--- config.mk ---
export PLATFORM = sky130hd
export DESIGN_NAME = bit_capture_sequencer_flat
export DESIGN_NICKNAME = d
export VERILOG_FILES = /design/src/rtl/bit_capture_sequencer_if.sv /design/src/rtl/bit_capture_sequencer.sv /design/src/flat_wrapper.sv
export SDC_FILE = /design/constraint.sdc
export NUM_CORES = 1
export LEC_CHECK = 0
export ABC_AREA = 1
export BUFFER_PORTS_ARGS = -buffer_cell sky130_fd_sc_hd__clkbuf_2
export CORE_MARGIN = 2
export CORE_UTILIZATION = 25
export DETAILED_ROUTE_END_ITERATION = 7
export GPL_TIMING_DRIVEN = 1
export MAX_ROUTING_LAYER = met4
export PLACE_DENSITY = 0.52
export SLEW_MARGIN = 40
export SYNTH_ARGS = -nofsm -noshare
export SYNTH_HDL_FRONTEND = slang
export SYNTH_SLANG_ARGS = --single-unit
--- constraint.sdc ---
create_clock -name clk -period 3.3 [get_ports clk]
set_input_delay 0.33 -clock clk [delete_from_list [all_inputs] [get_ports clk]]
set_output_delay 0.33 -clock clk [all_outputs]
set_load 0.005 [all_outputs]
--- src/rtl/bit_capture_sequencer_if.sv ---
// ---------------------------------------------------------------------------
// bit_capture_sequencer_if
// Groups the control, sample-stream and RAM-write-port signals of the bit
// capture sequencer.
//   master : capture controller side (drives arm/abort/mode/prescale/bitIn,
//            observes the write port and status)
//   slave  : the sequencer itself
// Signals:
//   arm, abort, triggerMode[1:0], prescale[PRESCALE_WIDTH-1:0], bitIn
//   writeEnable, writeIndex[ADDR_WIDTH-1:0], writeData
//   busy, done, triggerIndex[ADDR_WIDTH-1:0], startIndex[ADDR_WIDTH-1:0]
// ---------------------------------------------------------------------------
interface bit_capture_sequencer_if #(
    parameter int ADDR_WIDTH     = 14,
    parameter int PRESCALE_WIDTH = 15
);
    logic                      arm;
    logic                      abort;
    logic [1:0]                triggerMode;
    logic [PRESCALE_WIDTH-1:0] prescale;
    logic                      bitIn;
    logic                      writeEnable;
    logic [ADDR_WIDTH-1:0]     writeIndex;
    logic                      writeData;
    logic                      busy;
    logic                      done;
    logic [ADDR_WIDTH-1:0]     triggerIndex;
    logic [ADDR_WIDTH-1:0]     startIndex;

    modport master (
        output arm, abort, triggerMode, prescale, bitIn,
        input  writeEnable, writeIndex, writeData, busy, done, triggerIndex, startIndex
    );

    modport slave (
        input  arm, abort, triggerMode, prescale, bitIn,
        output writeEnable, writeIndex, writeData, busy, done, triggerIndex, startIndex
    );
endinterface

--- src/rtl/bit_capture_sequencer.sv ---
// ---------------------------------------------------------------------------
// bit_capture_sequencer
// Samples a serial bit stream into a 1-bit display RAM (2**ADDR_WIDTH deep)
// used as a circular buffer. A prescaled tick paces sampling; optional
// pre-trigger samples are kept so the oldest sample sits at startIndex and
// the trigger sample at triggerIndex once done.
// Ports:
//   clk    : system clock, rising edge
//   reset  : asynchronous active-high reset
//   bus    : slave side of bit_capture_sequencer_if (control in, RAM write
//            port and status out)
// ---------------------------------------------------------------------------
module bit_capture_sequencer #(
    parameter int ADDR_WIDTH     = 14,
    parameter int PRESCALE_WIDTH = 15,
    parameter int PRE_SAMPLES    = 0
) (
    input  logic                      clk,
    input  logic                      reset,
    bit_capture_sequencer_if.slave    bus
);
    localparam int DEPTH = 1 << ADDR_WIDTH;
    localparam logic [ADDR_WIDTH-1:0]     PRE_COUNT = ADDR_WIDTH'(PRE_SAMPLES);
    // Pointer value of the last pre-trigger tick (unused when PRE_SAMPLES==0).
    localparam logic [ADDR_WIDTH-1:0]     PRE_LAST  = ADDR_WIDTH'(PRE_SAMPLES - 1);
    // Remaining writes after the trigger sample itself.
    localparam logic [ADDR_WIDTH-1:0]     POST_INIT = ADDR_WIDTH'(DEPTH - PRE_SAMPLES - 1);
    localparam logic [ADDR_WIDTH-1:0]     ADDR_ONE  = ADDR_WIDTH'(1);
    localparam logic [PRESCALE_WIDTH-1:0] CNT_ONE   = PRESCALE_WIDTH'(1);

    typedef enum logic [2:0] {IDLE, PRE, WAIT_TRIG, POST, DONE} state_t;

    state_t                    state_reg, state_next;
    logic [PRESCALE_WIDTH-1:0] prescale_reg, prescale_next;
    logic [PRESCALE_WIDTH-1:0] cnt_reg, cnt_next;
    logic [ADDR_WIDTH-1:0]     ptr_reg, ptr_next;
    logic [ADDR_WIDTH-1:0]     post_cnt_reg, post_cnt_next;
    logic                      prev_reg, prev_next;
    logic                      prev_valid_reg, prev_valid_next;
    logic                      we_reg, we_next;
    logic [ADDR_WIDTH-1:0]     widx_reg, widx_next;
    logic                      wdata_reg, wdata_next;
    logic                      done_reg, done_next;
    logic [ADDR_WIDTH-1:0]     trig_idx_reg, trig_idx_next;
    logic [ADDR_WIDTH-1:0]     start_idx_reg, start_idx_next;
    logic                      trig_hit;

    // Trigger condition on the sample taken this tick; mode is read live.
    always_comb begin
        trig_hit = 1'b0;
        case (bus.triggerMode)
            2'b00:   trig_hit = 1'b1;
            2'b01:   trig_hit = prev_valid_reg & ~prev_reg & bus.bitIn;
            2'b10:   trig_hit = prev_valid_reg & prev_reg & ~bus.bitIn;
            default: trig_hit = prev_valid_reg & (prev_reg ^ bus.bitIn);
        endcase
    end

    always_comb begin
        state_next      = state_reg;
        prescale_next   = prescale_reg;
        cnt_next        = cnt_reg;
        ptr_next        = ptr_reg;
        post_cnt_next   = post_cnt_reg;
        prev_next       = prev_reg;
        prev_valid_next = prev_valid_reg;
        we_next         = 1'b0;
        widx_next       = widx_reg;
        wdata_next      = wdata_reg;
        done_next       = done_reg;
        trig_idx_next   = trig_idx_reg;
        start_idx_next  = start_idx_reg;

        case (state_reg)
            IDLE, DONE: begin
                if (bus.arm) begin
                    prescale_next   = bus.prescale;
                    cnt_next        = '0;
                    ptr_next        = '0;
                    prev_valid_next = 1'b0;
                    done_next       = 1'b0;
                    state_next      = (PRE_SAMPLES == 0) ? WAIT_TRIG : PRE;
                end
            end
            default: begin
                if (bus.abort) begin
                    // Abort wins over everything, including a pending tick.
                    state_next = IDLE;
                end else if (cnt_reg == '0) begin
                    cnt_next        = prescale_reg;
                    we_next         = 1'b1;
                    widx_next       = ptr_reg;
                    wdata_next      = bus.bitIn;
                    ptr_next        = ptr_reg + ADDR_ONE;
                    prev_next       = bus.bitIn;
                    prev_valid_next = 1'b1;
                    case (state_reg)
                        PRE: begin
                            // ptr counts pre-trigger ticks; it cannot wrap here.
                            if (ptr_reg == PRE_LAST)
                                state_next = WAIT_TRIG;
                        end
                        WAIT_TRIG: begin
                            if (trig_hit) begin
                                trig_idx_next  = ptr_reg;
                                start_idx_next = ptr_reg - PRE_COUNT;
                                post_cnt_next  = POST_INIT;
                                if (POST_INIT == '0) begin
                                    state_next = DONE;
                                    done_next  = 1'b1;
                                end else begin
                                    state_next = POST;
                                end
                            end
                        end
                        default: begin
                            post_cnt_next = post_cnt_reg - ADDR_ONE;
                            if (post_cnt_reg == ADDR_ONE) begin
                                state_next = DONE;
                                done_next  = 1'b1;
                            end
                        end
                    endcase
                end else begin
                    cnt_next = cnt_reg - CNT_ONE;
                end
            end
        endcase
    end

    always_ff @(posedge clk or posedge reset) begin
        if (reset) begin
            state_reg      <= IDLE;
            prescale_reg   <= '0;
            cnt_reg        <= '0;
            ptr_reg        <= '0;
            post_cnt_reg   <= '0;
            prev_reg       <= 1'b0;
            prev_valid_reg <= 1'b0;
            we_reg         <= 1'b0;
            widx_reg       <= '0;
            wdata_reg      <= 1'b0;
            done_reg       <= 1'b0;
            trig_idx_reg   <= '0;
            start_idx_reg  <= '0;
        end else begin
            state_reg      <= state_next;
            prescale_reg   <= prescale_next;
            cnt_reg        <= cnt_next;
            ptr_reg        <= ptr_next;
            post_cnt_reg   <= post_cnt_next;
            prev_reg       <= prev_next;
            prev_valid_reg <= prev_valid_next;
            we_reg         <= we_next;
            widx_reg       <= widx_next;
            wdata_reg      <= wdata_next;
            done_reg       <= done_next;
            trig_idx_reg   <= trig_idx_next;
            start_idx_reg  <= start_idx_next;
        end
    end

    assign bus.writeEnable  = we_reg;
    assign bus.writeIndex   = widx_reg;
    assign bus.writeData    = wdata_reg;
    assign bus.busy         = (state_reg == PRE) || (state_reg == WAIT_TRIG) || (state_reg == POST);
    assign bus.done         = done_reg;
    assign bus.triggerIndex = trig_idx_reg;
    assign bus.startIndex   = start_idx_reg;
endmodule
--- src/flat_wrapper.sv ---
// flat-port wrapper written by rule: the top's interface ports become plain ports
module bit_capture_sequencer_flat 
#(
    parameter int ADDR_WIDTH     = 14,
    parameter int PRESCALE_WIDTH = 15,
    parameter int PRE_SAMPLES    = 0
)
  (clk, reset, bus_arm, bus_abort, bus_triggerMode, bus_prescale, bus_bitIn, bus_writeEnable, bus_writeIndex, bus_writeData, bus_busy, bus_done, bus_triggerIndex, bus_startIndex);
  bit_capture_sequencer_if #(.ADDR_WIDTH(ADDR_WIDTH), .PRESCALE_WIDTH(PRESCALE_WIDTH)) bus_i ();
  input  logic clk;
  input  logic reset;
  input wire logic [$bits(bus_i.arm)-1:0] bus_arm;
  input wire logic [$bits(bus_i.abort)-1:0] bus_abort;
  input wire logic [$bits(bus_i.triggerMode)-1:0] bus_triggerMode;
  input wire logic [$bits(bus_i.prescale)-1:0] bus_prescale;
  input wire logic [$bits(bus_i.bitIn)-1:0] bus_bitIn;
  output wire logic [$bits(bus_i.writeEnable)-1:0] bus_writeEnable;
  output wire logic [$bits(bus_i.writeIndex)-1:0] bus_writeIndex;
  output wire logic [$bits(bus_i.writeData)-1:0] bus_writeData;
  output wire logic [$bits(bus_i.busy)-1:0] bus_busy;
  output wire logic [$bits(bus_i.done)-1:0] bus_done;
  output wire logic [$bits(bus_i.triggerIndex)-1:0] bus_triggerIndex;
  output wire logic [$bits(bus_i.startIndex)-1:0] bus_startIndex;
  assign bus_i.arm = bus_arm;
  assign bus_i.abort = bus_abort;
  assign bus_i.triggerMode = bus_triggerMode;
  assign bus_i.prescale = bus_prescale;
  assign bus_i.bitIn = bus_bitIn;
  assign bus_writeEnable = bus_i.writeEnable;
  assign bus_writeIndex = bus_i.writeIndex;
  assign bus_writeData = bus_i.writeData;
  assign bus_busy = bus_i.busy;
  assign bus_done = bus_i.done;
  assign bus_triggerIndex = bus_i.triggerIndex;
  assign bus_startIndex = bus_i.startIndex;
  bit_capture_sequencer #(.ADDR_WIDTH(ADDR_WIDTH), .PRESCALE_WIDTH(PRESCALE_WIDTH), .PRE_SAMPLES(PRE_SAMPLES)) u_core (.clk(clk), .reset(reset), .bus(bus_i));
endmodule
==> results of run 1 <==
==> worst max-delay path, stage by stage, from the launching register on <==
cell and delay (ps):
dfrtp_1 400, inv_1 130, ha_1 230, nand3_1 100, nor2_1 130, nand2_2 120
nor2_2 460, nand3_1 220, nor2_1 140, a21oi_1 50
==> cells in the mapped netlist <==
library cell	count
o21ai_2	18
nor4_1	1
buf_12	2
nand3_2	1
xor2_1	11
nand2_2	9
nor2_4	3
buf_2	7
nor2_8	1
nand3_4	1
inv_1	60
a22oi_1	3
or2_2	1
nor3b_1	1
buf_4	15
nand2_8	1
o211ai_1	1
ha_1	5
or2_0	1
inv_2	11
nand3b_1	5
nor2_1	63
o221ai_1	4
nor3_1	6
o21ai_1	44
a21oi_1	6
buf_6	4
o21bai_1	1
nand2_1	179
nor2_2	6
dfrtp_1	93
nand2_4	2
clkbuf_1	1
o21ai_0	22
nand3_1	33
a21oi_2	1
nand4_1	6
nand4_2	8
==> cell usage in the layout, fill, tap and decap left out, types with 3 or more instances in the layout <==
master,instances
nand3_1,33
nand4_2,8
ha_1,5
nor2_1,63
inv_2,11
nor3_1,6
clkbuf_2,67
nand2_1,179
o21ai_1,44
nand4_1,6
xor2_1,11
nand3b_1,5
inv_6,3
a22oi_1,3
nor2_2,6
dfrtp_1,93
o21ai_2,18
inv_1,59
nand2_2,9
nor2_4,3
o221ai_1,4
a21oi_1,6
o21ai_0,22
clkbuf_16,9
==> metal layers <==
| layer | vias up | GRT usage |
|---|---|---|
| met5 | - | - |
| met2 | 85 | 0.190 |
| met3 | 9 | 0.0280 |
| met1 | 1932 | 0.164 |
| met4 | 0 | 0.0409 |
| li1 | 2146 | - |
==> how the worst min path moves through the flow <==
stage,start,endpoint,slack (ps)
2_1_floorplan,bus_prescale[0],u_core.prescale_reg[0]$_DFFE_PP0P_,440
3_3_place_gp,u_core.cnt_reg[0]$_DFFE_PP0P_,u_core.cnt_reg[0]$_DFFE_PP0P_,470
3_5_place_dp,u_core.prescale_reg[7]$_DFFE_PP0P_,u_core.prescale_reg[7]$_DFFE_PP0P_,470
4_1_cts,reset,u_core.prescale_reg[2]$_DFFE_PP0P_,100
5_1_grt,reset,u_core.cnt_reg[4]$_DFFE_PP0P_,140
6_report,reset,u_core.prescale_reg[2]$_DFFE_PP0P_,70
==> power groups by stage <==
stage	combinational, mW	sequential [mW]	clock (mW)
floorplan	1.51	1.67	0
global placement	1.88	1.73	0
detailed placement	1.89	1.73	0
CTS	1.89	1.71	1.06
global route	2.16	1.75	1.11
finish	1.88	1.71	1.03
==> final cells by class <==
class | count | area (um2) | share of cell area
multi-input cells | 444 | 2280 | 0.390
inverters | 71 | 269 | 0.0460
repair buffers | 69 | 350 | 0.0599
flip-flops and latches | 93 | 2330 | 0.398
well taps | 270 | 338 | 0.0577
clock buffers | 11 | 243 | 0.0415
clock inverters | 5 | 42.5 | 0.00727
==> cell families after synthesis <==
group	share of synthesized area
xor gates and xnor gates	0.0188
adders and majority gates	0.0122
DFF	0.455
and+or+nand+nor	0.298
buffers and inverters	0.0984
AOI/OAI and AO/OA	0.117
==> results by group, run 1 <==
Finish
  – Fin cells: approximately 960
  – Share of cells above drive strength 1: 0.214
  – Util after Layout: 0.290
  – Antenna Cells: 0
  – Filler cell count: between 2000 and 2500
  – Layout Area Growth over Synthesis: 14.5%
  – Final instance area: a little under 6000 um2
  – Net count, final: a little over 700

Timing
  – Max-slew violations: 0
  – Final Cycle Share: 0.629
  – Fin Hold WS: 69.4 ps
  – Relative slew margins: 0.546
  – Worst-Margin Slew: a little under 700 ps
  – F_max: 482 MHz
  – Setup slack after layout: 1220 ps
  – Min cycle time layout: between 2000 and 2500 ps
  – Final Hold Viols: 0
  – RSZ-0062 raised after global routing: no
  – Final setup TNS: 0 ps
  – Endpoints failing setup: 0
  – Worst Clk Skew: 9.22 ps

Setup path
  – Crit path kind: reg -> reg
  – Critical path launch point type: flip-flop
  – Register-to-Register Setup Slack: 1220 ps
  – Crit end category: flip-flop
  – CP max FO: 12
  – R2R cell count: 9
  – Reg2Reg Capture Point: u_core.post_cnt_reg[1]$_DFFE_PP0P_
  – Setup crit end: u_core.post_cnt_reg[1]$_DFFE_PP0P_
  – Critical path data arrival time: roughly 2300 ps
  – Critical Path Source: u_core.cnt_reg[0]$_DFFE_PP0P_
  – Critical path data required time: ~3500 ps
  – RR Startpoint: u_core.cnt_reg[0]$_DFFE_PP0P_

Placement
  – HPWL after DPL: between 8 and 9 mm
  – Placer Congestion: approximately 0.86
  – Port bufs: 67
  – Pre-CTS setup slack: roughly 1200 ps
  – # placed instances: roughly 950
  – Instance area at placement: 5570 um2

Drt
  – Final WL: ~12 mm
  – Met2 WL: 5.50 mm
  – Routed Antenna Nets: 0
  – Total iterations of the first detailed-routing run: 5
  – DR iter-0 viols: 258
  – Metal1 wirelength: a little over 6 mm
  – DRC viols: 0
  – WL per Instance: between 10 and 15 um
  – Highest routed layer: met4
  – WL met3: about 470 um
  – Vias: ~4200
  – Vias/cell: roughly 4.3

Synth
  – Post-synthesis average cell area: about 8.0 um2
  – Post-synth cell types: 38
  – Cell Area, Synth: 5110 um2
  – Post-synth top area share: 0.455
  – Sequential element share of the synthesized area: 0.455
  – Syn nets: ~660
  – Synth Warn #: 0
  – Synth area leaders: dfrtp_1, nand2_1, nor2_1
  – Gate Count Post-Synth: 637
  – #FFs+latches synth: 93
  – Dominant cell type by area after synthesis: dfrtp_1

Floorplan
  – Ports: slightly below 70
  – FP Rows: 52
  – Initial Utilization: 0.253
  – Core area: about 20000 um2
  – Chip width: approximately 150 um
  – Die Span Y: between 100 and 150 um
  – Die ar.: approximately 22000 um2

Power and ir drop
  – Share of power burned in registers: 0.370
  – Clock Power Share: 0.224
  – Sw power: 1.99 mW
  – Power Internal: approximately 2.6 mW
  – Total power draw: 4.62 mW
  – Pwr Density: slightly below 800 nW/um2
  – P_leak: a little under 3 nW
  – Comb pwr share: 0.406
  – Max IR drop VDD: about 0.24 mV
  – Net Sw Frac: 0.431

Status
  – Status: complete, no violations

CTS
  – Clock sinks: 93
  – # resized after CTS: 0
  – Worst skew pair latency: roughly 360 ps
  – CTS Hold Bufs: 0
  – CTS buffer count: 9
  – H-tree levels: 3
  – CTS Root Cell: clkbuf_16
  – Post-CTS setup buffers: 0
  – CTS tree: done
  – Longest Clk Path Bufs: 2
  – Clock slew at the register clock pins of the worst setup and hold paths: 70 ps

Global route
  – First-pass GRT wire length: ~21 mm
  – Overall Global Routing Usage: 0.124
  – Pin count of the biggest net entering global routing: between 50 and 60
  – Vias in the first global route: between 4000 and 5000
  – Grt ovf: 0
  – Initial antenna violation count: 0

Job
  – Maxcap violations: 0

Min path
  – Min-delay worst type: in -> async
Power figures use the tool's default switching activity.
==> run 2, diff against run 1 <==
ABC_AREA = 0   (was 1)
PLACE_DENSITY = 0.54   (was 0.52)
clock period = 1.9 ns   (was 3.3 ns; I/O delays follow)
==> results by group, run 2 <==
Setup path
  – Slowest-stage cell, CP: dfrtp_2 (was nor2_2)
  – Family with the most delay on the worst path: simple AND/OR/NAND/NOR gates (unchanged)
  – Buffers & Inverters on Critical Path: 3 (was 1)
  – Crit path kind: reg -> reg (unchanged)
  – Worst path cell trace: nor4_4 > buf_4 > nand4_4 > nor4_4 > buf_4 > clkbuf_16 > mux2_4 (was inv_1 > ha_1 > nand3_1 > nor2_1 > nand2_2 > nor2_2 > nand3_1 > nor2_1 > a21oi_1)
  – Register-to-Register Setup Slack: -130 ps (was 1220 ps)
  – Critical path data arrival time: 2270 ps (was 2320 ps)
  – Critical path launch point type: flip-flop (unchanged)
  – RR Startpoint: u_core.cnt_reg[7]$_DFFE_PP0P_ (was u_core.cnt_reg[0]$_DFFE_PP0P_)
  – R2R cell count: 7 (was 9)
  – Critical path data required time: 2140 ps (was 3540 ps)
  – Crit end category: flip-flop (unchanged)
  – CP max FO: 7 (was 12)
  – Slowest cell delay on critical path: 430 ps (was 460 ps)
  – Reg2Reg Capture Point: u_core.bus.triggerIndex[0]$_DFFE_PP0P_ (was u_core.post_cnt_reg[1]$_DFFE_PP0P_)

Synth
  – Synth area leaders: dfrtp_1, nand2_1, mux2_2 (was dfrtp_1, nand2_1, nor2_1)
  – Post-synth top area share: 0.489 (was 0.455)
  – Number of synthesized flops with an enable pin: 0 (unchanged)
  – Dominant cell type by area after synthesis: dfrtp_1 (unchanged)
  – Gate Count Post-Synth: 512 (was 637)
  – Commonest cells post-synth: nand2_1, dfrtp_1, a21oi_1 (was nand2_1, dfrtp_1, nor2_1)
  – Post-synth cell types: 59 (was 38)
  – Post-synthesis async set-or-reset flop share: 1.00 (unchanged)
  – Syn nets: 539 (was 664)
  – #FFs+latches synth: 93 (unchanged)
  – Sequential element share of the synthesized area: 0.489 (was 0.455)
  – Top FF cell, synth: dfrtp_1 (unchanged)
  – Count leader, synth: nand2_1 (unchanged)
  – Post-synthesis average cell area: 9.29 um2 (was 8.02 um2)
  – Cell Area, Synth: 4750 um2 (was 5110 um2)
  – Synth Warn #: 0 (unchanged)

Min path
  – Hold_sp: bus_prescale[11]
  – Cell count of the worst hold path: 3
  – Min-delay worst type: in -> reg (was in -> async)
  – Worst Hold End: u_core.prescale_reg[11]$_DFFE_PP0P_

Job
  – Maxcap violations: 0 (unchanged)

Floorplan
  – FP Rows: 50 (was 52)
  – Core area: 18700 um2 (was 20200 um2)
  – Die ar.: 20100 um2 (was 21600 um2)
  – Initial Utilization: 0.254 (was 0.253)
  – Ports: 68 (unchanged)
  – Die Span Y: 142 um (was 147 um)
  – Chip width: 142 um (was 147 um)

Drt
  – Vias: 4297 (was 4172)
  – Final WL: 13.2 mm (was 12.3 mm)
  – DR iter-0 viols: 238 (was 258)
  – Routed Antenna Nets: 0 (unchanged)
  – Total iterations of the first detailed-routing run: 4 (was 5)
  – Vias/cell: 4.80 (was 4.33)
  – WL per Instance: 14.8 um (was 12.8 um)
  – DRC viols: 0 (unchanged)

Timing
  – Fin Hold WS: 31.9 ps (was 69.4 ps)
  – Min cycle time layout: 2030 ps (was 2080 ps)
  – Worst Clk Skew: 10.5 ps (was 9.22 ps)
  – Endpoints failing setup: 21 (was 0)
  – Setup slack after layout: -128 ps (was 1220 ps)
  – RSZ-0062 raised after global routing: yes (was no)
  – Max-slew violations: 0 (unchanged)
  – Final Cycle Share: 1.07 (was 0.629)
  – Relative slew margins: 0.611 (was 0.546)
  – F_max: 493 MHz (was 482 MHz)
  – Worst-Margin Slew: 582 ps (was 681 ps)
  – Final Hold Viols: 0 (unchanged)

Global route
  – Grt ovf: 0 (unchanged)
  – Overall Global Routing Usage: 0.138 (was 0.124)
  – Vias in the first global route: 4272 (was 4100)
  – First-pass GRT wire length: 21.4 mm (was 20.8 mm)
  – Pin count of the biggest net entering global routing: 39 (was 56)
  – Initial antenna violation count: 0 (unchanged)

CTS
  – Clock slew at the register clock pins of the worst setup and hold paths: 70 ps (about the same)
  – H-tree levels: 3 (unchanged)
  – Longest Clk Path Bufs: 2 (unchanged)
  – CTS Root Cell: clkbuf_16 (unchanged)
  – Worst skew pair latency: 350 ps (was 360 ps)
  – Clock sinks: 93 (unchanged)
  – CTS buffer count: 9 (unchanged)
  – CTS tree: done (unchanged)

Finish
  – Share of cells above drive strength 1: 0.399 (was 0.214)
  – Commonest non-fill, non-tap cell in the layout: nand2_1 (unchanged)
  – Fin cells: 895 (was 963)
  – FF/Latch Area: 2330 um2 (about the same)
  – Commonest non-fill, non-tap cells in the layout: nand2_1, dfrtp_1, buf_4, clkbuf_2, nor2_1 (was nand2_1, dfrtp_1, clkbuf_2, nor2_1, inv_1)
  – Layout Area Growth over Synthesis: 40.9% (was 14.5%)
  – Antenna Cells: 0 (unchanged)
  – Area of the multi-input gates: 2530 um2 (was 2280 um2)
  – Filler cell count: 1871 (was 2206)
  – Net count, final: 683 (was 715)

Power and ir drop
  – Total power draw: 9.25 mW (was 4.62 mW)
  – P_leak: 3.19 nW (was 2.92 nW)
  – Max IR drop VDD: 0.671 mV (was 0.240 mV)
  – Pwr Density: 1380 nW/um2 (was 789 nW/um2)

Placement
  – Port bufs: 67 (unchanged)
  – # placed instances: 861 (was 947)
  – HPWL after DPL: 9.39 mm (was 8.86 mm)
  – Placer Congestion: 0.904 (was 0.856)
  – Pre-CTS setup slack: -172 ps (was 1220 ps)

Status
  – Failing checks: negative setup slack
  – Status: finished, violations left (was complete, no violations)
## run 2: changes by cell type in the layout (fill, tap and decap cells not counted), sizes merged, moves of 7 or more
cell and change:
a21oi +23, buf +99, inv -62, mux2 +15, nand2 -72, nand3 -24
nor2 -45, nor3 +8, nor4 +12, o21ai -53, o2bb2ai +7, o31ai +8
or3 +7
## run 2: final cells by class
cell class / count / area share
clock inverter: 6 / 0.00710
tap: 234 / 0.0437
multi-input combinational: 370 / 0.378
sequential: 93 / 0.348
timing repair buffer: 170 / 0.182
inverter: 12 / 0.00729
clock buffer: 10 / 0.0342
## run 2: power breakdown
part / switching (mW) / internal [mW] / total, mW / leakage (nW)
registers: 0.455 / 2.46 / 2.91 / 1.24
clock network: 0.801 / 0.897 / 1.70 / 0.133
logic: 2.42 / 2.22 / 4.64 / 1.82
total: 3.67 / 5.58 / 9.25 / 3.19
## run 2: cell families (layout without fill, tap and decap cells)
| kind of cell | count (synthesis) | count (layout) | synth area share |
|---|---|---|---|
| xor gates and xnor gates | 9 | 9 | 0.0166 |
| AOI/OAI and AO/OA | 100 | 100 | 0.135 |
| DFF | 93 | 93 | 0.489 |
| adders and majority gates | 5 | 5 | 0.0132 |
| and+or+nand+nor | 238 | 239 | 0.249 |
| muxes | 17 | 17 | 0.0397 |
| buffers and inverters | 50 | 198 | 0.0571 |
## run 2: worst max-delay path by stage
| stage | from | to | slack [ps] | cells past startpoint |
|---|---|---|---|---|
| floorplan | u_core.cnt_reg[0]$_DFFE_PP0P_ | u_core.cnt_reg[8]$_DFFE_PP0P_ | -130 | 7 |
| finish | u_core.cnt_reg[7]$_DFFE_PP0P_ | u_core.bus.triggerIndex[0]$_DFFE_PP0P_ | -130 | 7 |
| CTS | u_core.cnt_reg[0]$_DFFE_PP0P_ | u_core.bus.triggerIndex[12]$_DFFE_PP0P_ | -80 | 7 |
| detailed placement | u_core.cnt_reg[2]$_DFFE_PP0P_ | u_core.post_cnt_reg[10]$_DFFE_PP0P_ | -170 | 5 |
| global placement | u_core.cnt_reg[0]$_DFFE_PP0P_ | u_core.cnt_reg[12]$_DFFE_PP0P_ | -80 | 8 |
| global route | u_core.cnt_reg[0]$_DFFE_PP0P_ | u_core.bus.triggerIndex[4]$_DFFE_PP0P_ | -200 | 8 |
## run 2: routing by layer
metal / part of all wire / vias to the layer above / track usage / wire length [um]
met2: 0.51 / 74 / 0.229 / 6770
met5: 0 / - / - / 0
li1: - / 2098 / - / -
met3: 0.031 / 11 / 0.0381 / 414
met1: 0.45 / 2114 / 0.166 / 5920
met4: 0.0089 / 0 / 0.0342 / 118
## run 2: timing repair
item / in CTS / in global routing
endpoints found under the setup margin: 27 / 59
gates resized for setup: 16 / 59
buffers inserted: 8 / 7
hold buffers: 1 / 0
pin swaps: 5 / 13
gates cloned: 1 / 1
hold endpoints to repair: 21 / 0
## run 2: tightest hold or removal path, stage by stage
cell	delay (ps)
clkbuf_2	80
nand2_1	40
nand2_1	40
## run 2: stage by stage
step / area, um2 / setup TNS (ps) / utilization
2_1_floorplan: 4820 / -1290 / -
3_3_place_gp: 5930 / -870 / 0.317
3_5_place_dp: 5930 / -2330 / 0.317
4_1_cts: 6360 / -1040 / 0.340
5_1_grt: 6700 / -4230 / 0.358
6_report: 6700 / -1940 / 0.358
==> run 3, diff against run 2 <==
CORE_UTILIZATION = 30   (was 25)
PLACE_DENSITY = 0.6   (was 0.54)
==> results by group, run 3 (synthesized netlist as in run 2, its figures left out) <==
Setup path
  – Critical path data required time: 2130 ps (was 2140 ps)
  – Crit path kind: reg -> reg (unchanged)
  – Critical path launch point type: flip-flop (unchanged)
  – Slowest cell delay on critical path: 400 ps (was 430 ps)
  – Crit end category: flip-flop (unchanged)
  – Critical Path Source: u_core.cnt_reg[0]$_DFFE_PP0P_ (was u_core.cnt_reg[7]$_DFFE_PP0P_)
  – Most used cell along the critical path: o21ai_1
  – Worst path cell trace: inv_2 > ha_4 > or3b_4 > or3_4 > o311a_4 > o21ai_1 > o21ai_1 (was nor4_4 > buf_4 > nand4_4 > nor4_4 > buf_4 > clkbuf_16 > mux2_4)
  – CP max FO: 4 (was 7)
  – RR Startpoint: u_core.cnt_reg[0]$_DFFE_PP0P_ (was u_core.cnt_reg[7]$_DFFE_PP0P_)
  – Slowest-stage cell, CP: dfrtp_1 (was dfrtp_2)
  – Critical path data arrival time: 2350 ps (was 2270 ps)

Finish
  – FF/Latch Area: 2330 um2 (unchanged)
  – Filler cell count: 1537 (was 1871)
  – Commonest non-fill, non-tap cell in the layout: nand2_1 (unchanged)
  – Share of cells above drive strength 1: 0.397 (was 0.399)
  – Antenna Cells: 0 (unchanged)
  – Layout Area Growth over Synthesis: 41.2% (was 40.9%)
  – Net count, final: 683 (unchanged)
  – Area of the multi-input gates: 2450 um2 (was 2530 um2)
  – Commonest non-fill, non-tap cells in the layout: nand2_1, dfrtp_1, buf_4, clkbuf_2, nor2_1 (unchanged)

Power and ir drop
  – Net Sw Frac: 0.388 (was 0.397)
  – P_leak: 3.23 nW (was 3.19 nW)
  – Power Internal: 5.84 mW (was 5.58 mW)
  – Comb pwr share: 0.506 (was 0.502)
  – Share of power burned in registers: 0.302 (was 0.315)
  – Pwr Density: 1420 nW/um2 (was 1380 nW/um2)
  – Max IR drop VDD: 0.860 mV (was 0.671 mV)
  – Clock Power Share: 0.193 (was 0.183)
  – Sw power: 3.71 mW (was 3.67 mW)

Timing
  – Endpoints failing setup: 39 (was 21)
  – Setup slack after layout: -221 ps (was -128 ps)
  – Max-slew violations: 0 (unchanged)
  – Final setup TNS: -3180 ps (was -1940 ps)
  – Final Cycle Share: 1.12 (was 1.07)
  – Worst Clk Skew: 10.0 ps (was 10.5 ps)
  – Min cycle time layout: 2120 ps (was 2030 ps)
  – Final Hold Viols: 0 (unchanged)
  – RSZ-0062 raised after global routing: yes (unchanged)
  – Worst-Margin Slew: 664 ps (was 582 ps)
  – Fin Hold WS: 32.2 ps (was 31.9 ps)
  – F_max: 472 MHz (was 493 MHz)
  – Relative slew margins: 0.556 (was 0.611)

CTS
  – Clock sinks: 93 (unchanged)
  – Clock slew at the register clock pins of the worst setup and hold paths: 70 ps (about the same)
  – Worst skew pair latency: 350 ps (about the same)
  – CTS Root Cell: clkbuf_16 (unchanged)
  – Longest Clk Path Bufs: 2 (unchanged)
  – CTS buffer count: 9 (unchanged)
  – CTS tree: done (unchanged)
  – H-tree levels: 3 (unchanged)

Drt
  – Vias: 4310 (was 4297)
  – Routed Antenna Nets: 0 (unchanged)
  – WL per Instance: 15.2 um (was 14.8 um)
  – Vias/cell: 4.92 (was 4.80)
  – DR iter-0 viols: 170 (was 238)
  – DRC viols: 0 (unchanged)
  – Final WL: 13.3 mm (was 13.2 mm)
  – Total iterations of the first detailed-routing run: 4 (unchanged)

Floorplan
  – Die ar.: 16900 um2 (was 20100 um2)
  – Core area: 15700 um2 (was 18700 um2)
  – Initial Utilization: 0.303 (was 0.254)
  – Ports: 68 (unchanged)
  – Chip width: 130 um (was 142 um)
  – Die Span Y: 130 um (was 142 um)
  – FP Rows: 46 (was 50)

Global route
  – Overall Global Routing Usage: 0.160 (was 0.138)
  – Initial antenna violation count: 0 (unchanged)
  – Pin count of the biggest net entering global routing: 28 (was 39)
  – First-pass GRT wire length: 20.5 mm (was 21.4 mm)
  – Vias in the first global route: 4277 (was 4272)
  – Grt ovf: 0 (unchanged)

Job
  – Maxcap violations: 0 (unchanged)

Placement
  – Placer Congestion: 0.857 (was 0.904)
  – HPWL after DPL: 9.21 mm (was 9.39 mm)
  – Pre-CTS setup slack: -148 ps (was -172 ps)
  – Port bufs: 67 (unchanged)

Status
  – Failing checks: negative setup slack (unchanged)
  – Status: finished, violations left (unchanged)

Min path
  – Hold_sp: bus_prescale[0] (was bus_prescale[11])
  – Min-delay worst type: in -> reg (unchanged)
==> run 3: changes by cell type in the layout (fill, tap and decap cells not counted), moves of 4 or more <==
cell	delta
o21ai_0	-4
a21oi_1	+5
mux2_2	+6
o21ai_1	+5
mux2_4	-6
buf_4	-7
a21oi_2	-5
nor3_2	+4
==> run 3: cell type report <==
cell class                      count  share of cell area
Timing Repair Buffer              171               0.195
Sequential cell                    93               0.347
Tap cell                          216              0.0403
Clock buffer                       10              0.0356
Clock inverter                      5             0.00876
Inverter                           12             0.00764
Multi-Input combinational cell    369               0.365
==> run 3: final timing paths <==
check | endpoint | slack (ps) | cells past startpoint
min | u_core.prescale_reg[0]$_DFFE_PP0P_ | 30 | 3
min in group asynchronous | u_core.prev_reg$_DFFE_PP0P_ | 470 | 3
min reg2reg | u_core.bus.writeIndex[12]$_DFFE_PP0P_ | 470 | 2
max | u_core.cnt_reg[8]$_DFFE_PP0P_ | -220 | 7
max in group asynchronous | u_core.prescale_reg[2]$_DFFE_PP0P_ | 790 | 4
max reg2reg | u_core.cnt_reg[8]$_DFFE_PP0P_ | -220 | 7
==> run 3: power by group through the flow <==
| stage | clock [mW] | combinational, mW | sequential [mW] |
|---|---|---|---|
| after floorplan | 0 | 2.18 | 2.84 |
| after global placement | 0 | 3.63 | 2.88 |
| after detailed placement | 0 | 3.73 | 2.89 |
| after CTS | 1.89 | 3.98 | 2.86 |
| after global routing | 1.96 | 5.27 | 2.94 |
| final | 1.84 | 4.83 | 2.88 |
==> run 3: layer usage <==
metal  wire (um)  global-route usage
met5           0                   -
met4         256              0.0563
met3         552              0.0324
met1        5820               0.190
met2        6660               0.269
==> run 3: worst max-delay path, delay by kind of cell, from the launching register on <==
kind,cells,cell delay [ps]
and+or+nand+nor,2,760
AOI/OAI and AO/OA,3,550
adders and majority gates,1,150
DFF,1,400
buffers and inverters,1,140
==> run 3: per-stage QoR <==
stage / power, mW / area [um2] / std cells / utilization
floorplan: 5.01 / 4820 / 512 / -
global placement: 6.51 / 5840 / 835 / 0.372
detailed placement: 6.62 / 5840 / 835 / 0.372
CTS: 8.73 / 6290 / 860 / 0.401
global route: 10.2 / 6710 / 876 / 0.427
finish: 9.55 / 6710 / 876 / 0.427
==> run 3: timing repair <==
item | CTS | global route
pin swaps | 7 | 12
endpoints found under the hold margin | 24 | 0
setup buffers | 9 | 11
hold buffers | 1 | 0
cloned | 0 | 5
setup endpoints to repair | 32 | 64
resized for setup | 14 | 56
